[src/rtl/calc_pkg.sv]
// Shared constants and types for the keypad calculator sequencer.
package calc_pkg;

  typedef enum logic [1:0] {
    S_A    = 2'b00,
    S_B    = 2'b01,
    S_CONV = 2'b10,
    S_RES  = 2'b11
  } state_t;

  localparam logic [3:0] KEY_ADD = 4'hA;
  localparam logic [3:0] KEY_SUB = 4'hB;
  localparam logic [3:0] KEY_EQ  = 4'hE;
  localparam logic [3:0] KEY_CLR = 4'hF;

  localparam logic [7:0] C100 = 8'd100;
  localparam logic [7:0] C10  = 8'd10;

  // tens*10 + ones, written as tens*8 + tens*2 + ones
  function automatic logic [6:0] bcd2bin(
    input logic [3:0] tn,
    input logic [3:0] on
  );
    return {tn, 3'b000}
         + {2'b00, tn, 1'b0}
         + {3'b000, on};
  endfunction

endpackage

[src/rtl/calc_seq_ctrl_bin2bcd_seq.sv]
// Subtract-loop binary to BCD converter, one step per clock.
module bin2bcd_seq
  import calc_pkg::*;
(
  input  logic       clk,
  input  logic       rst_n,
  input  logic       start,
  input  logic       clr,
  input  logic [7:0] bin,
  output logic       busy,
  output logic       done,
  output logic [3:0] h,
  output logic [3:0] t,
  output logic [3:0] o
);

  logic [7:0] r_val;

  always_ff @(posedge clk or negedge rst_n) begin
    if (!rst_n) begin
      r_val <= '0;
      busy  <= 1'b0;
      done  <= 1'b0;
      h     <= '0;
      t     <= '0;
      o     <= '0;
    end else if (clr) begin
      r_val <= '0;
      busy  <= 1'b0;
      done  <= 1'b0;
      h     <= '0;
      t     <= '0;
      o     <= '0;
    end else if (start) begin
      r_val <= bin;
      busy  <= 1'b1;
      done  <= 1'b0;
      h     <= '0;
      t     <= '0;
      o     <= '0;
    end else if (busy) begin
      if (r_val >= C100) begin
        r_val <= r_val - C100;
        h     <= h + 4'd1;
      end else if (r_val >= C10) begin
        r_val <= r_val - C10;
        t     <= t + 4'd1;
      end else begin
        o    <= r_val[3:0];
        busy <= 1'b0;
        done <= 1'b1;
      end
    end else begin
      done <= 1'b0;
    end
  end

endmodule

[src/rtl/calc_seq_ctrl.sv]
// Key FSM, operand registers and display mux for the calculator.
module calc_seq_ctrl
  import calc_pkg::*;
(
  input  logic        clk,
  input  logic        rst_n,
  input  logic        key_valid,
  input  logic [3:0]  key_code,
  output logic [1:0]  state,
  output logic        busy,
  output logic        op_sub,
  output logic [15:0] disp,
  output logic        neg,
  output logic        done
);

  state_t     r_state;
  logic [3:0] r_a_t;
  logic [3:0] r_a_o;
  logic [1:0] r_a_n;
  logic [3:0] r_b_t;
  logic [3:0] r_b_o;
  logic [1:0] r_b_n;
  logic       r_op;
  logic       r_neg;

  logic       w_busy;
  logic       w_done;
  logic [3:0] w_h;
  logic [3:0] w_t;
  logic [3:0] w_o;
  logic       w_clr;
  logic       w_start;
  logic       w_digit;
  logic       w_op;
  logic [6:0] w_a;
  logic [6:0] w_b;
  logic       w_lt;
  logic [6:0] w_diff;
  logic [7:0] w_sum;
  logic [7:0] w_bin;
  logic [1:0] w_state;

  assign w_clr   = key_valid && key_code == KEY_CLR;
  assign w_digit = key_code < 4'd10;
  assign w_op    = key_code == KEY_ADD
                || key_code == KEY_SUB;
  assign w_start = key_valid && !w_busy
                && r_state == S_B
                && key_code == KEY_EQ;

  assign w_a    = bcd2bin(r_a_t, r_a_o);
  assign w_b    = bcd2bin(r_b_t, r_b_o);
  assign w_lt   = w_a < w_b;
  assign w_diff = w_lt ? w_b - w_a : w_a - w_b;
  assign w_sum  = {1'b0, w_a} + {1'b0, w_b};
  assign w_bin  = r_op ? {1'b0, w_diff} : w_sum;

  bin2bcd_seq u_conv (
    .clk   (clk),
    .rst_n (rst_n),
    .start (w_start),
    .clr   (w_clr),
    .bin   (w_bin),
    .busy  (w_busy),
    .done  (w_done),
    .h     (w_h),
    .t     (w_t),
    .o     (w_o)
  );

  // r_state already holds S_RES while the converter runs
  always_ff @(posedge clk or negedge rst_n) begin
    if (!rst_n) begin
      r_state <= S_A;
      r_a_t   <= '0;
      r_a_o   <= '0;
      r_a_n   <= '0;
      r_b_t   <= '0;
      r_b_o   <= '0;
      r_b_n   <= '0;
      r_op    <= 1'b0;
      r_neg   <= 1'b0;
    end else if (w_clr) begin
      r_state <= S_A;
      r_a_t   <= '0;
      r_a_o   <= '0;
      r_a_n   <= '0;
      r_b_t   <= '0;
      r_b_o   <= '0;
      r_b_n   <= '0;
      r_op    <= 1'b0;
      r_neg   <= 1'b0;
    end else if (!w_busy) begin
      unique case (r_state)
        S_A: begin
          if (key_valid && w_digit) begin
            if (r_a_n < 2'd2) begin
              r_a_t <= r_a_o;
              r_a_o <= key_code;
              r_a_n <= r_a_n + 2'd1;
            end
          end else if (key_valid && w_op) begin
            r_op    <= key_code == KEY_SUB;
            r_b_t   <= '0;
            r_b_o   <= '0;
            r_b_n   <= '0;
            r_state <= S_B;
          end
        end
        S_B: begin
          if (key_valid && w_digit) begin
            if (r_b_n < 2'd2) begin
              r_b_t <= r_b_o;
              r_b_o <= key_code;
              r_b_n <= r_b_n + 2'd1;
            end
          end else if (key_valid && w_op) begin
            r_op <= key_code == KEY_SUB;
          end else if (w_start) begin
            r_neg   <= r_op && w_lt;
            r_state <= S_RES;
          end
        end
        S_RES: begin
          if (key_valid && w_digit) begin
            r_a_t   <= '0;
            r_a_o   <= key_code;
            r_a_n   <= 2'd1;
            r_b_t   <= '0;
            r_b_o   <= '0;
            r_b_n   <= '0;
            r_neg   <= 1'b0;
            r_state <= S_A;
          end
        end
        default: r_state <= S_A;
      endcase
    end
  end

  assign w_state = w_busy ? S_CONV : r_state;
  assign state   = w_state;
  assign busy    = w_busy;
  assign op_sub  = r_op;
  assign done    = w_done;
  assign neg     = (w_state == S_RES) && r_neg;

  always_comb begin
    disp = 16'h0000;
    unique case (w_state)
      S_A:     disp = {8'h00, r_a_t, r_a_o};
      S_B:     disp = {8'h00, r_b_t, r_b_o};
      S_CONV:  disp = {8'h00, r_b_t, r_b_o};
      S_RES:   disp = {4'h0, w_h, w_t, w_o};
      default: disp = 16'h0000;
    endcase
  end

endmodule

[config.mk]
export PLATFORM = sky130hd
export DESIGN_NAME = calc_seq_ctrl
export DESIGN_NICKNAME = d
export VERILOG_FILES = /design/src/rtl/calc_pkg.sv /design/src/rtl/calc_seq_ctrl_bin2bcd_seq.sv /design/src/rtl/calc_seq_ctrl.sv
export SDC_FILE = /design/constraint.sdc
export NUM_CORES = 1
export LEC_CHECK = 0
export ABC_AREA = 1
export BUFFER_PORTS_ARGS = -buffer_cell sky130_fd_sc_hd__buf_2
export CORE_MARGIN = 4
export CORE_UTILIZATION = 55
export DETAILED_ROUTE_END_ITERATION = 8
export GPL_ROUTABILITY_DRIVEN = 0
export HOLD_SLACK_MARGIN = 0.03
export PLACE_DENSITY = 0.85
export RECOVER_POWER = 50
export SYNTH_ARGS = -nofsm -noshare
export SYNTH_HDL_FRONTEND = slang
export SYNTH_SLANG_ARGS = --single-unit
[constraint.sdc]
create_clock -name clk -period 3.71 [get_ports clk]
set_input_delay 0.5565 -clock clk [delete_from_list [all_inputs] [get_ports clk]]
set_output_delay 0.5565 -clock clk [all_outputs]
set_load 0.02 [all_outputs]
# Word level (Yosys, flattened, before mapping)

Cells that the tools add are included.

Register bits after elaboration: 46
Output and inout bits: 22

Add/subtract/negate cells: 13
$lt $le $gt $ge: 6
Equality and inequality tests: 25
Multiplexer cells: 91
Reduce and logical (&&, ||, !) cells: 33

Operator list:

| kind                                                                     | number |
|---|---|
| 4-bit 2-to-1 mux                                                         | 34 |
| 8-bit 2-to-1 mux                                                         | 6 |
| 16-bit one-hot mux with 3 select lines                                   | 1 |
| 2-bit 2-to-1 mux                                                         | 20 |
| 4-bit one-hot mux with 3 select lines                                    | 2 |
| 1-bit 2-to-1 mux                                                         | 21 |
| 3-bit by 2-bit inequality test with 1-bit output (second input constant) | 7 |
| 4-bit == test (second input constant)                                    | 4 |
| 4-bit one-hot mux with 2 select lines                                    | 2 |
| 3-bit by 1-bit inequality test with 1-bit output (second input constant) | 5 |
| 3-bit nonzero test                                                       | 5 |
| 7-bit by 4-bit adder with 7-bit output                                   | 2 |
| 7-bit by 5-bit adder with 7-bit output                                   | 2 |
| 7-bit AND reduction                                                      | 2 |
| 7-bit subtractor                                                         | 2 |
| 2-bit one-hot mux with 3 select lines                                    | 2 |
| 4-bit by 1-bit adder with 4-bit output (second input constant)           | 2 |
| 7-bit by 7-bit adder with 8-bit output                                   | 1 |
| 8-bit by 4-bit >= comparator with 1-bit output (second input constant)   | 1 |
| 8-bit by 7-bit >= comparator with 1-bit output (second input constant)   | 1 |
| 1-bit logical AND                                                        | 8 |
| 4-bit by 2-bit inequality test with 1-bit output (second input constant) | 2 |
| 4-bit nonzero test                                                       | 2 |
| 8-bit by 4-bit subtractor with 8-bit output (second input constant)      | 1 |
| 21 further kinds                                                         | 33 |

# Logic depth before layout (Yosys ltp)

Word-level depth: 10
Depth in mapped cells: 23
Mapped depth without buffers: 23

# Modules after synthesis

Synthesis repeated with hierarchy kept, for this count alone.

Cells, all modules: 657
Area total of the unflattened synthesis: 4,606.9 um^2

Modules (own cells, without submodules):

| module        | times used | cells each | area an instance (um^2) |
|---|---|---|---|
| calc_seq_ctrl | 1          | 452        | 3,103.0 |
| bin2bcd_seq   | 1          | 205        | 1,503.9 |

# Worst setup path before layout

Ideal clock, no wire load.

Kind: flip-flop to flip-flop
Start point: register r_b_t[0]
End point: register u_conv.r_val[2]
Arrival time: 3.182 ns
Required time: 3.587 ns
Slack: 0.404 ns
Cell stages (with the launch flop): 20
Clock period less this slack: 3.306 ns
Cells stage by stage: dfrtp_1 > inv_1 > fa_1 > inv_1 > fa_1 > a21oi_1 > o21bai_1 > xnor2_1 > inv_1 > ha_1 > buf_2 > inv_1 > a21oi_1 > nand2_1 > a21oi_2 > o21ai_0 > nand2_1 > nand2_1 > a21oi_1 > o21ai_1

Longest elaborated chain between the ends: 7

RTL lines:

| item                                                          | RTL line                                 | RTL |
|---|---|---|
| start, declared                                               | calc_seq_ctrl.sv:21                      | `logic [3:0] r_b_t;` |
| start signal, assigned                                        | calc_seq_ctrl.sv:114                     | `r_b_t <= r_b_o;` |
| 7-bit by 5-bit adder with 7-bit output (*)                    | calc_pkg.sv:25                           | `+ {2'b00, tn, 1'b0}` |
| 7-bit by 4-bit adder with 7-bit output (*)                    | calc_pkg.sv:26                           | `+ {3'b000, on};` |
| 7-bit subtractor / 7-bit < comparator (equally long branches) | calc_seq_ctrl.sv:55, calc_seq_ctrl.sv:54 |  |
| 7-bit 2-to-1 mux                                              | calc_seq_ctrl.sv:55                      | `assign w_diff = w_lt ? w_b - w_a : w_a - w_b;` |
| 8-bit 2-to-1 mux (*)                                          | calc_seq_ctrl.sv:57                      | `assign w_bin = r_op ? {1'b0, w_diff} : w_sum;` |
| 8-bit 2-to-1 mux (*)                                          | calc_seq_ctrl_bin2bcd_seq.sv:34          | `end else if (start) begin` |
| 8-bit 2-to-1 mux (*)                                          | calc_seq_ctrl_bin2bcd_seq.sv:27          | `end else if (clr) begin` |
| end signal, assigned                                          | calc_seq_ctrl_bin2bcd_seq.sv:35          | `r_val <= bin;` |
| end signal, assigned                                          | calc_seq_ctrl_bin2bcd_seq.sv:43          | `r_val <= r_val - C100;` |
| end signal, assigned                                          | calc_seq_ctrl_bin2bcd_seq.sv:46          | `r_val <= r_val - C10;` |
| end, declared                                                 | calc_seq_ctrl_bin2bcd_seq.sv:17          | `logic [7:0] r_val;` |

Every way passes the cells marked *; elsewhere a longest branch is shown, timed or not.
A chain may end at the register's enable or synchronous reset.

# Worst setup path after layout

Same ends and word-level chain as after synthesis.

==> impl_metrics.json <==
{
  "outcome": "finished, violations left",
  "violations": "capacitance limit, slew limit",
  "drcViolationCount": 0,
  "rows": 31,
  "hold_viol_final": 0,
  "r2r_slack_ps": 240,
  "slew_violations": 47,
  "dp.final_hpwl_um": 7730,
  "start_util_pct": 56.6,
  "grt_pass1_vias": 3732,
  "synthFlopType": "dfrtp_1",
  "ys_seq_area_share_pct": 28.2,
  "cts_root_buf": "clkbuf_8",
  "multi_input_area_um2": 2570,
  "clk_latency_ps": 310,
  "area_growth_pct": 8.83,
  "cp.arrival_ps": 3670,
  "clk_path_buf_depth": 2,
  "via_per_inst": 5.57,
  "cap_violations": 1,
  "die-area_um2": 8870,
  "slew_headroom_pct": -61.1,
  "required_ps": 3910,
  "yosys_warnings": 0,
  "end_kind": "flip-flop",
  "grt_pass1_wl_um": 16600,
  "core-area_um2": 7210,
  "grt_start_max_net_pins": 47,
  "setup.worst_path.start": "r_b_t[0]",
  "num-fill-cells": 624,
  "timing.fmax_mhz": 288,
  "wl_per_cell_um": 14.4,
  "avgSynthCellArea_um2": 7.29,
  "endpoint": "u_conv.r_val[2]",
  "worst_slew_pin_slew_ps": 2420,
  "yosys.cell_types.count": 45,
  "final_common_cell": "nand2_1",
  "setup_violations": 0,
  "die_h_um": 94.2,
  "period_share_pct": 93.6,
  "cts_tree": "yes",
  "wirelength_um": 9840,
  "drt-pass1-iter-count": 4,
  "ios": 29,
  "io_buffers": 24,
  "hp-class": "reg -> reg",
  "syn_inst": 560,
  "worstPathMaxFanout": 7,
  "syn_area_um2": 4080,
  "cts_buffers": 5,
  "fin_skew_ps": 10.4,
  "r2r_end": "u_conv.r_val[2]",
  "fin_crit_ps": 3470,
  "via_count": 3791,
  "reg2reg_depth": 18,
  "clk_pin_slew_worst_paths_ps": 100,
  "path_class": "reg -> reg",
  "grt_antenna_before_repair": 0,
  "synth_seq_cells": 46,
  "ys_async_sr_fraction_pct": 100,
  "synth_edf_count": 0,
  "critPathLaunchType": "flip-flop",
  "seq_area_um2": 1150,
  "ant_nets": 0,
  "final_cell_mix": "nand2_1 (128), inv_1 (89), dfrtp_1 (46)",
  "finalNonFillerCells": 681,
  "grt_overflow": 0,
  "cts.htree.levels": 2,
  "drt_iter0_markers": 225,
  "clock-sinks": 46,
  "place_inst": 673,
  "nets": 642,
  "die_w_um": 94.2,
  "r2r-start": "r_b_t[0]",
  "drive_above_1_share_pct": 9.97,
  "antenna_cells": 0,
  "grtUsageTotal_pct": 23.3
}
## cell type report
class / count / share of cell area (%)
Clock buffer: 5 / 1.55
Clock inverter: 3 / 0.986
Inverter: 95 / 8.08
Multi-Input combinational cell: 408 / 58.0
Sequential cell: 46 / 25.9
Tap cell: 99 / 2.79
Timing Repair Buffer: 25 / 2.73
## state kept, by name (all words and copies together), names as in the netlist
| register | count |
|---|---|
| u_conv.t | 4 |
| op_sub | 1 |
| r_a_n | 2 |
| r_state | 2 |
| r_neg | 1 |
| r_b_t | 4 |
| r_b_n | 2 |
| u_conv.o | 4 |
| u_conv.done | 1 |
| r_b_o | 4 |
| r_a_t | 4 |
| u_conv.busy | 1 |
| r_a_o | 4 |
| u_conv.r_val | 8 |
| u_conv.h | 4 |
## cell families (layout without fill, tap and decap cells)
family / count (synthesis) / in the layout / share of synthesized area, %
and+or+nand+nor: 222 / 222 / 23.8
other: 1 / 4 / 0.0919
DFF: 46 / 46 / 28.2
adders and majority gates: 54 / 54 / 17.8
AOI/OAI and AO/OA: 113 / 113 / 16.0
buffers and inverters: 109 / 128 / 10.9
xor gates and xnor gates: 15 / 15 / 3.22
## worst min-delay path by stage
stage | from | endpoint | slack (ps) | cells after the start
6_report | u_conv.h[2] | u_conv.h[2] | 490 | 1
5_1_grt | u_conv.h[2] | u_conv.h[2] | 540 | 1
4_1_cts | rst_n | u_conv.h[2] | 470 | 1
3_5_place_dp | u_conv.h[2] | u_conv.h[2] | 480 | 1
3_3_place_gp | u_conv.h[2] | u_conv.h[2] | 480 | 1
2_1_floorplan | rst_n | op_sub | 260 | 0
## through the flow
| stage | utilization (%) | setup TNS, ps | cell area, um^2 | hold slack, ps | setup slack, ps |
|---|---|---|---|---|---|
| floorplan | - | 0 | 4090 | 261 | 404 |
| global placement | 59.0 | 0 | 4260 | 478 | 208 |
| detailed placement | 59.0 | 0 | 4260 | 478 | 85.2 |
| CTS | 60.6 | 0 | 4370 | 469 | 60.6 |
| global route | 61.6 | -29.9 | 4440 | 537 | -22.3 |
| finish | 61.6 | 0 | 4440 | 489 | 237 |
## layer usage
metal  up-vias  track usage, %  part of all wire [%]
met5         -               0                     0
met1      1784            29.4                    43
met4         0            10.8                   3.4
li1       1855               -                     -
met3        33            3.29                   4.5
met2       119            39.2                    49
## cells in the mapped netlist, types with 3 or more instances
cell,instances,area share (%)
a21oi_1,34,4.2
a22oi_1,3,0.55
buf_2,6,0.74
buf_4,5,0.92
dfrtp_1,46,28
fa_1,7,3.4
ha_1,47,14
inv_1,89,8.2
inv_2,4,0.37
nand2_1,129,12
nand3_1,38,4.7
nand4_1,5,0.77
nor2_1,32,2.9
nor3_1,5,0.61
o211ai_1,4,0.74
o21ai_0,37,4.5
o21ai_1,5,0.61
o21ai_2,3,0.64
o21bai_1,3,0.55
o22ai_1,14,2.1
xor2_1,13,2.8
## worst max-delay path: stages, from the launching register on
cell and delay [ps]:
dfrtp_1 350, inv_1 90, fa_1 550, inv_1 70, fa_2 410, a21oi_2 130
o21bai_1 80, xnor2_1 220, inv_1 110, ha_4 320, inv_1 100, a21oi_4 210
nand2_2 100, a21oi_4 170, o21ai_0 110, nand2_1 70, nand2_1 40, a21oi_1 150
o21ai_1 80
## timing repair
action / in CTS / in global routing
gates resized for setup: 0 / 16
setup buffers: 0 / 0
endpoints found under the setup margin: 0 / 7
hold buffers: 0 / 0
Power is not shown: default switching activity piles up to over one toggle a cycle in this logic, so the estimate is an artifact.
